$ cat config.mk
export PLATFORM = sky130hd
export DESIGN_NAME = run_control
export DESIGN_NICKNAME = d
export VERILOG_FILES = /design/src/rtl/run_control.sv
export SDC_FILE = /design/constraint.sdc
export NUM_CORES = 1
export LEC_CHECK = 0
export CELL_PAD_IN_SITES_DETAIL_PLACEMENT = 2
export CELL_PAD_IN_SITES_GLOBAL_PLACEMENT = 2
export CORE_MARGIN = 10
export CORE_UTILIZATION = 25
export DETAILED_ROUTE_END_ITERATION = 10
export HOLD_SLACK_MARGIN = 0.08
export PLACE_DENSITY_LB_ADDON = 0.1
export SETUP_SLACK_MARGIN = 0.4
export SYNTH_ARGS = -nofsm -noshare
export SYNTH_HDL_FRONTEND = slang
export SYNTH_SLANG_ARGS = --single-unit
$ cat constraint.sdc
create_clock -name clock -period 2.68 [get_ports clock]
set_input_delay 0.536 -clock clock [delete_from_list [all_inputs] [get_ports clock]]
set_output_delay 0.536 -clock clock [all_outputs]
set_load 0.02 [all_outputs]
$ cat src/rtl/run_control.sv
// Debug-side run controller: turns debug command bytes into continuous-run or
// single-step enable patterns for the gated-clock stage, and counts enabled cycles.
module run_control #(
  parameter int unsigned NBITS     = 32,
  parameter logic [7:0]  CMD_RUN   = 8'h43,
  parameter logic [7:0]  CMD_STEP  = 8'h53,
  parameter logic [7:0]  CMD_PAUSE = 8'h50,
  parameter logic [7:0]  CMD_CLEAR = 8'h52
) (
  input  logic             clock,
  input  logic             reset,
  input  logic [7:0]       i_cmd,
  input  logic             i_cmd_valid,
  output logic             o_cmd_ready,
  input  logic             i_halt,
  output logic             o_enable,
  output logic             o_busy,
  output logic             o_halted,
  output logic             o_done,
  output logic [NBITS-1:0] o_cycles
);

  typedef enum logic [1:0] {
    ST_IDLE,
    ST_RUN,
    ST_STEP,
    ST_HALTED
  } state_t;

  localparam logic [NBITS-1:0] CYCLES_MAX = '1;

  state_t state_q;
  state_t state_d;
  logic   cmd_fire;
  logic   clear_cnt;
  logic   busy_now;
  logic   busy_next;

  // Only STEP refuses commands; it is a fixed one-cycle state.
  assign o_cmd_ready = (state_q != ST_STEP);
  assign cmd_fire    = i_cmd_valid && o_cmd_ready;
  assign busy_now    = (state_q == ST_RUN) || (state_q == ST_STEP);
  assign busy_next   = (state_d == ST_RUN) || (state_d == ST_STEP);

  // Next-state logic; halt outranks PAUSE while running.
  always_comb begin
    state_d   = state_q;
    clear_cnt = 1'b0;
    case (state_q)
      ST_IDLE: begin
        if (cmd_fire) begin
          if (i_cmd == CMD_RUN) begin
            state_d = ST_RUN;
          end else if (i_cmd == CMD_STEP) begin
            state_d = ST_STEP;
          end else if (i_cmd == CMD_CLEAR) begin
            clear_cnt = 1'b1;
          end
        end
      end
      ST_RUN: begin
        if (i_halt) begin
          state_d = ST_HALTED;
        end else if (cmd_fire && (i_cmd == CMD_PAUSE)) begin
          state_d = ST_IDLE;
        end
      end
      ST_STEP: begin
        state_d = i_halt ? ST_HALTED : ST_IDLE;
      end
      ST_HALTED: begin
        if (cmd_fire && (i_cmd == CMD_CLEAR)) begin
          state_d   = ST_IDLE;
          clear_cnt = 1'b1;
        end
      end
      default: state_d = ST_IDLE;
    endcase
  end

  // State register; status outputs are registered from the state being entered.
  always_ff @(posedge clock or negedge reset) begin
    if (!reset) begin
      state_q  <= ST_IDLE;
      o_enable <= 1'b0;
      o_busy   <= 1'b0;
      o_halted <= 1'b0;
      o_done   <= 1'b0;
    end else begin
      state_q  <= state_d;
      o_enable <= busy_next;
      o_busy   <= busy_next;
      o_halted <= (state_d == ST_HALTED);
      o_done   <= busy_now && !busy_next;
    end
  end

  // Saturating count of enabled cycles; clear wins over increment.
  always_ff @(posedge clock or negedge reset) begin
    if (!reset) begin
      o_cycles <= '0;
    end else if (clear_cnt) begin
      o_cycles <= '0;
    end else if (o_enable && (o_cycles != CYCLES_MAX)) begin
      o_cycles <= o_cycles + NBITS'(1);
    end
  end

endmodule

; ---- Word-level counts from Yosys, hierarchy flattened
; Cells that the tools add are included.
[classes]
addsub = 1
n_mux = 16
n_eq_ne = 12
div = 0
order_cmp = 0
multipliers = 0
n_shift = 0
n_reduce_logical = 10
bitwise = 0
[ops]
columns = cell, count
row1 = $mux W32, 2
row2 = $add A32 B1 Y32 const B, 1
row3 = $eq A8 B7 Y1 const B, 4
row4 = $ne A32 B32 Y1 const B, 1
row5 = $mux W2, 7
row6 = $eq A2 B2 Y1 const B, 4
row7 = $pmux W2 S4, 1
row8 = $logic_and A1 B1 Y1, 5
row9 = $mux W1, 5
row10 = $eq A2 B1 Y1 const B, 2
row11 = $logic_not A2 Y1, 1
row12 = $logic_or A1 B1 Y1, 2
row13 = $ne A2 B2 Y1 const B, 1
row14 = $pmux W1 S2, 1
row15 = $reduce_bool A2 Y1, 1
row16 = $logic_not A1 Y1, 1
[totals]
out_inout_bits = 37
latchBits = 0
mem_bits_ro = 0
inputBits = 12
word_cells = 44
mem_count = 0
reg_bits = 37
ram_bits = 0

; ---- Depth between registers and ports, before layout
[depth]
ltp_word = 10
mapped_depth = 9
depth_no_buf = 9

; ---- Worst setup path before layout
; No wires, ideal clock.
[synth_timing]
path_type = input to register
startpoint = input i_cmd[2]
endpoint = register o_done
n_path_buf = 0
cell_stages = 7
setup_ns = 0.073
t_required_ns = 2.607
arrival_ns = 2.134
path_slack_ns = 0.473
path_cell_list = or4b_1 > nor3_1 > nand2_1 > a311oi_1 > a21oi_1 > ha_1 > nor2b_1
[synth_via]
elab_chain_len = 9
word_cells_on_any_way = 18
cone_classes = 6 x eq/ne / 7 x mux / 5 x reduce/logical
[synth_rtl]
columns = element, line
row1 = "start, declared", 12  ; input logic [7:0] i_cmd,
row2 = "$eq A8 B7 Y1, on equally long branches", "54, 64"
row3 = $mux W2 / $logic_and A1 B1 Y1 (equally long branches), "54, 64"
row4 = "$mux W2, on equally long branches", "52, 64"
row5 = "$mux W2, on equally long branches", "51, 62"
row6 = $pmux W2 S4 (*), 49  ; case (state_q)
row7 = named net state_d[1], 33  ; state_t state_d;
row8 = $eq A2 B1 Y1 / $eq A2 B2 Y1 (equally long branches), 43  ; assign busy_next = (state_d == ST_RUN) || (state_d == ST_STEP);
row9 = $logic_or A1 B1 Y1 (*), 43
row10 = named net busy_next, 37  ; logic busy_next;
row11 = $logic_not A1 Y1 (*), 94  ; o_done <= busy_now && !busy_next;
row12 = $logic_and A1 B1 Y1 (*), 94
row13 = "end signal, assigned", 94
row14 = "end, declared", 19  ; output logic o_done,
; Mark *: on every way through the listed nets, which the timed path passes. The rest lies on a longest branch.
; A chain may end at the register's enable or synchronous reset.

; ---- Worst setup path in the final report
[layout_timing]
startpoint = input i_cmd[3]
endpoint = register o_done
; Same word-level chain as after synthesis.

==> results.cfg <==
[synthesis]
synth_top_area_cell = dfrtp_1
synth_seq_cells = 37
postSynthAreaPerCell_um2 = 9.35
synth_fp_nets = 267
netlist_area_mm2 = 0.00232
seq_area_frac_synth_pct = 39.9
async_reset_ff_share_pct = 100
yosys_warnings = 0
yosys-top-cells-area = dfrtp_1, nand4_1, ha_1
synth_edf_count = 0
ys_types = 50
syn-instance-count = 248
synth_top_area_share_pct = 39.9
ys.flop_type = dfrtp_1

[worst_setup_path]
max_stage_delay_ps = 440
cp_num_buf_inv = 1
rr_worst_depth = 7
crit_fanout = 2
crit_family = simple AND/OR/NAND/NOR gates
worstPathArrival_ps = 2430
cp.required_ps = 2900
path_cells = clkdlybuf4s50_1 > nor3_2 > nand3_1 > nor3b_2 > mux2_2 > a21oi_4 > ha_1 > nor2b_1
slowest_stage = clkdlybuf4s50_1
crit_cells = 8
crit_type = in2reg
endpoint_kind = flip-flop
startpoint_type = input pin

[cts]
cts_max_path_buffers = 2
path_clk_slew_ps = 90
hold_buffers = 0
cts-buffers-inserted = 5
cts_max_level = 2
tritoncts = yes
cts_root_buf = clkbuf_8
cts_sinks = 37
clock_latency_ps = 300

[final_layout]
area_delta_synth_final_pct = 45.2
drive_above_1_share_pct = 23.7
layout_common_cells = clkdlybuf4s50_1, dfrtp_1, buf_4
nets = 343
antennaDiodeCount = 0
final_common_cell = clkdlybuf4s50_1
n_fill_cell = 998

[floorplan]
io-pin-count = 49
fp.dieH_um = 116
dieArea_mm2 = 0.0135
core_mm2 = 0.00915
initial_core_util_pct = 25.3
rows = 35
die_w_um = 116

[route]
vias_per_cell = 5.27
avgRoutedWirePerCell_um = 19.1
vias = 2296
first_pass_iters = 4
drt_iter0_drc = 35
ant_nets = 0
drc = 0
wl_um = 8340

[power_and_ir_drop]
p_per_area_mw_per_mm2 = 981
leakagePower_nw = 1.30
peakVddDrop_mv = 0.424
p_total_mw = 3.30

[sta]
drv_slew = 0
hold_ws_ps = 358
skew_ps = 14.6
min_period_ps = 2210
rsz0062_at_grt = yes
max-slew-margin-rel_pct = 39.4
finalHoldViolCount = 0
fin_tns_setup_ps = 0
timing.final.crit_share_pct = 82.6
fmax_ghz = 0.452
worst_pin_slew_ps = 909
setup_violations = 0

[global_route]
gr-total-overflow = 0
grt_pass1_vias = 2469
grt.total_usage_pct = 12.6
grt_pass1_wl_um = 13400
antenna_found_initial = 0
grt_max_degree = 38

[status]
status = finished clean

[flow_run]
max_cap_violations = 0

[placed_design]
hpwl_um = 6150
port_buffers = 48
globalplace.congestion = 0.801

[min_path]
hold_path.class = in2async
==> routing by layer <==
| layer | global-route usage, % | share of wire (%) | up-vias |
|---|---|---|---|
| met1 | 15.3 | 44 | 1157 |
| li1 | - | - | 1091 |
| met4 | 2.75 | 0.96 | 0 |
| met3 | 3.49 | 4.7 | 9 |
| met5 | 0 | 0 | - |
| met2 | 21.5 | 50 | 39 |
==> stage by stage <==
step | cell area, µm² | utilization [%] | setup WS (ps) | cells
after detailed placement | 3120 | 34.1 | -166 | 425
after global routing | 3370 | 36.8 | 365 | 436
after CTS | 3310 | 36.1 | 358 | 434
final | 3370 | 36.8 | 467 | 436
after global placement | 3120 | 34.1 | -92.9 | 425
after floorplan | 2320 | - | 473 | 248
==> state kept, by name, summed over array words and instances (netlist names) <==
signal and cells:
state_q 2, o_halted 1, o_cycles 32, o_done 1, o_busy 1
==> cells in the mapped netlist, drive strengths merged (2+ instances only) <==
master,count
nor4,7
a41oi,2
and2,2
inv,5
xor2,4
o21ai,13
o311ai,2
a21oi,20
nor3,10
or3,12
clkbuf,3
xnor2,3
nand2,22
o31ai,8
nand2b,3
and3,3
buf,6
ha,7
nor2,19
o21a,3
nand4,16
or4,7
nand3,11
dfrtp,37
o211ai,2
and4,2
nor2b,2
or2,3
mux2i,4
==> cell families (layout without fill, tap and decap cells) <==
family                     after synthesis  after routing  synth area share, %
and+or+nand+nor                        122            122                 29.8
adders and majority gates                7              7                 3.78
xor gates and xnor gates                 7              7                 2.64
AOI/OAI and AO/OA                       56             56                 17.9
buffers and inverters                   14             91                 3.78
DFF                                     37             37                 39.9
muxes                                    5              5                 2.21
==> report_power, final <==
group / internal, mW / switching, mW
Combinational: 0.758 / 0.954
Clock: 0.370 / 0.223
Sequential: 0.753 / 0.245
Total: 1.88 / 1.42
==> path summary, 6_finish.rpt <==
| path | startpoint | endpoint | slack, ps |
|---|---|---|---|
| worst min-delay path | reset | o_cycles[22] | 360 |
| worst max-delay path | i_cmd[3] | o_done | 470 |
| max in group asynchronous | reset | o_cycles[17] | 1700 |
| worst max register to register | state_q[0] | o_cycles[13] | 500 |
| worst min register to register | o_cycles[31] | o_cycles[31] | 580 |
| min in group clock | o_cycles[31] | o_cycles[31] | 580 |
==> repair_timing <==
| action | 4_1_cts | 5_1_grt |
|---|---|---|
| buffers inserted | 1 | 2 |
| pin swaps | 5 | 9 |
| gates cloned | 0 | 0 |
| endpoints found under the setup margin | 24 | 10 |
| resized for setup | 14 | 19 |
==> area by class of cell <==
cell class | count | area (µm²) | share of cell area, %
Clock buffer | 5 | 68.8 | 2.04
Clock inverter | 3 | 65.1 | 1.93
Inverter | 5 | 18.8 | 0.557
Multi-Input combinational cell | 197 | 1410 | 41.9
Sequential cell | 37 | 931 | 27.6
Tap cell | 111 | 139 | 4.12
Timing Repair Buffer | 78 | 734 | 21.8
(Power assumes the default switching activity.)
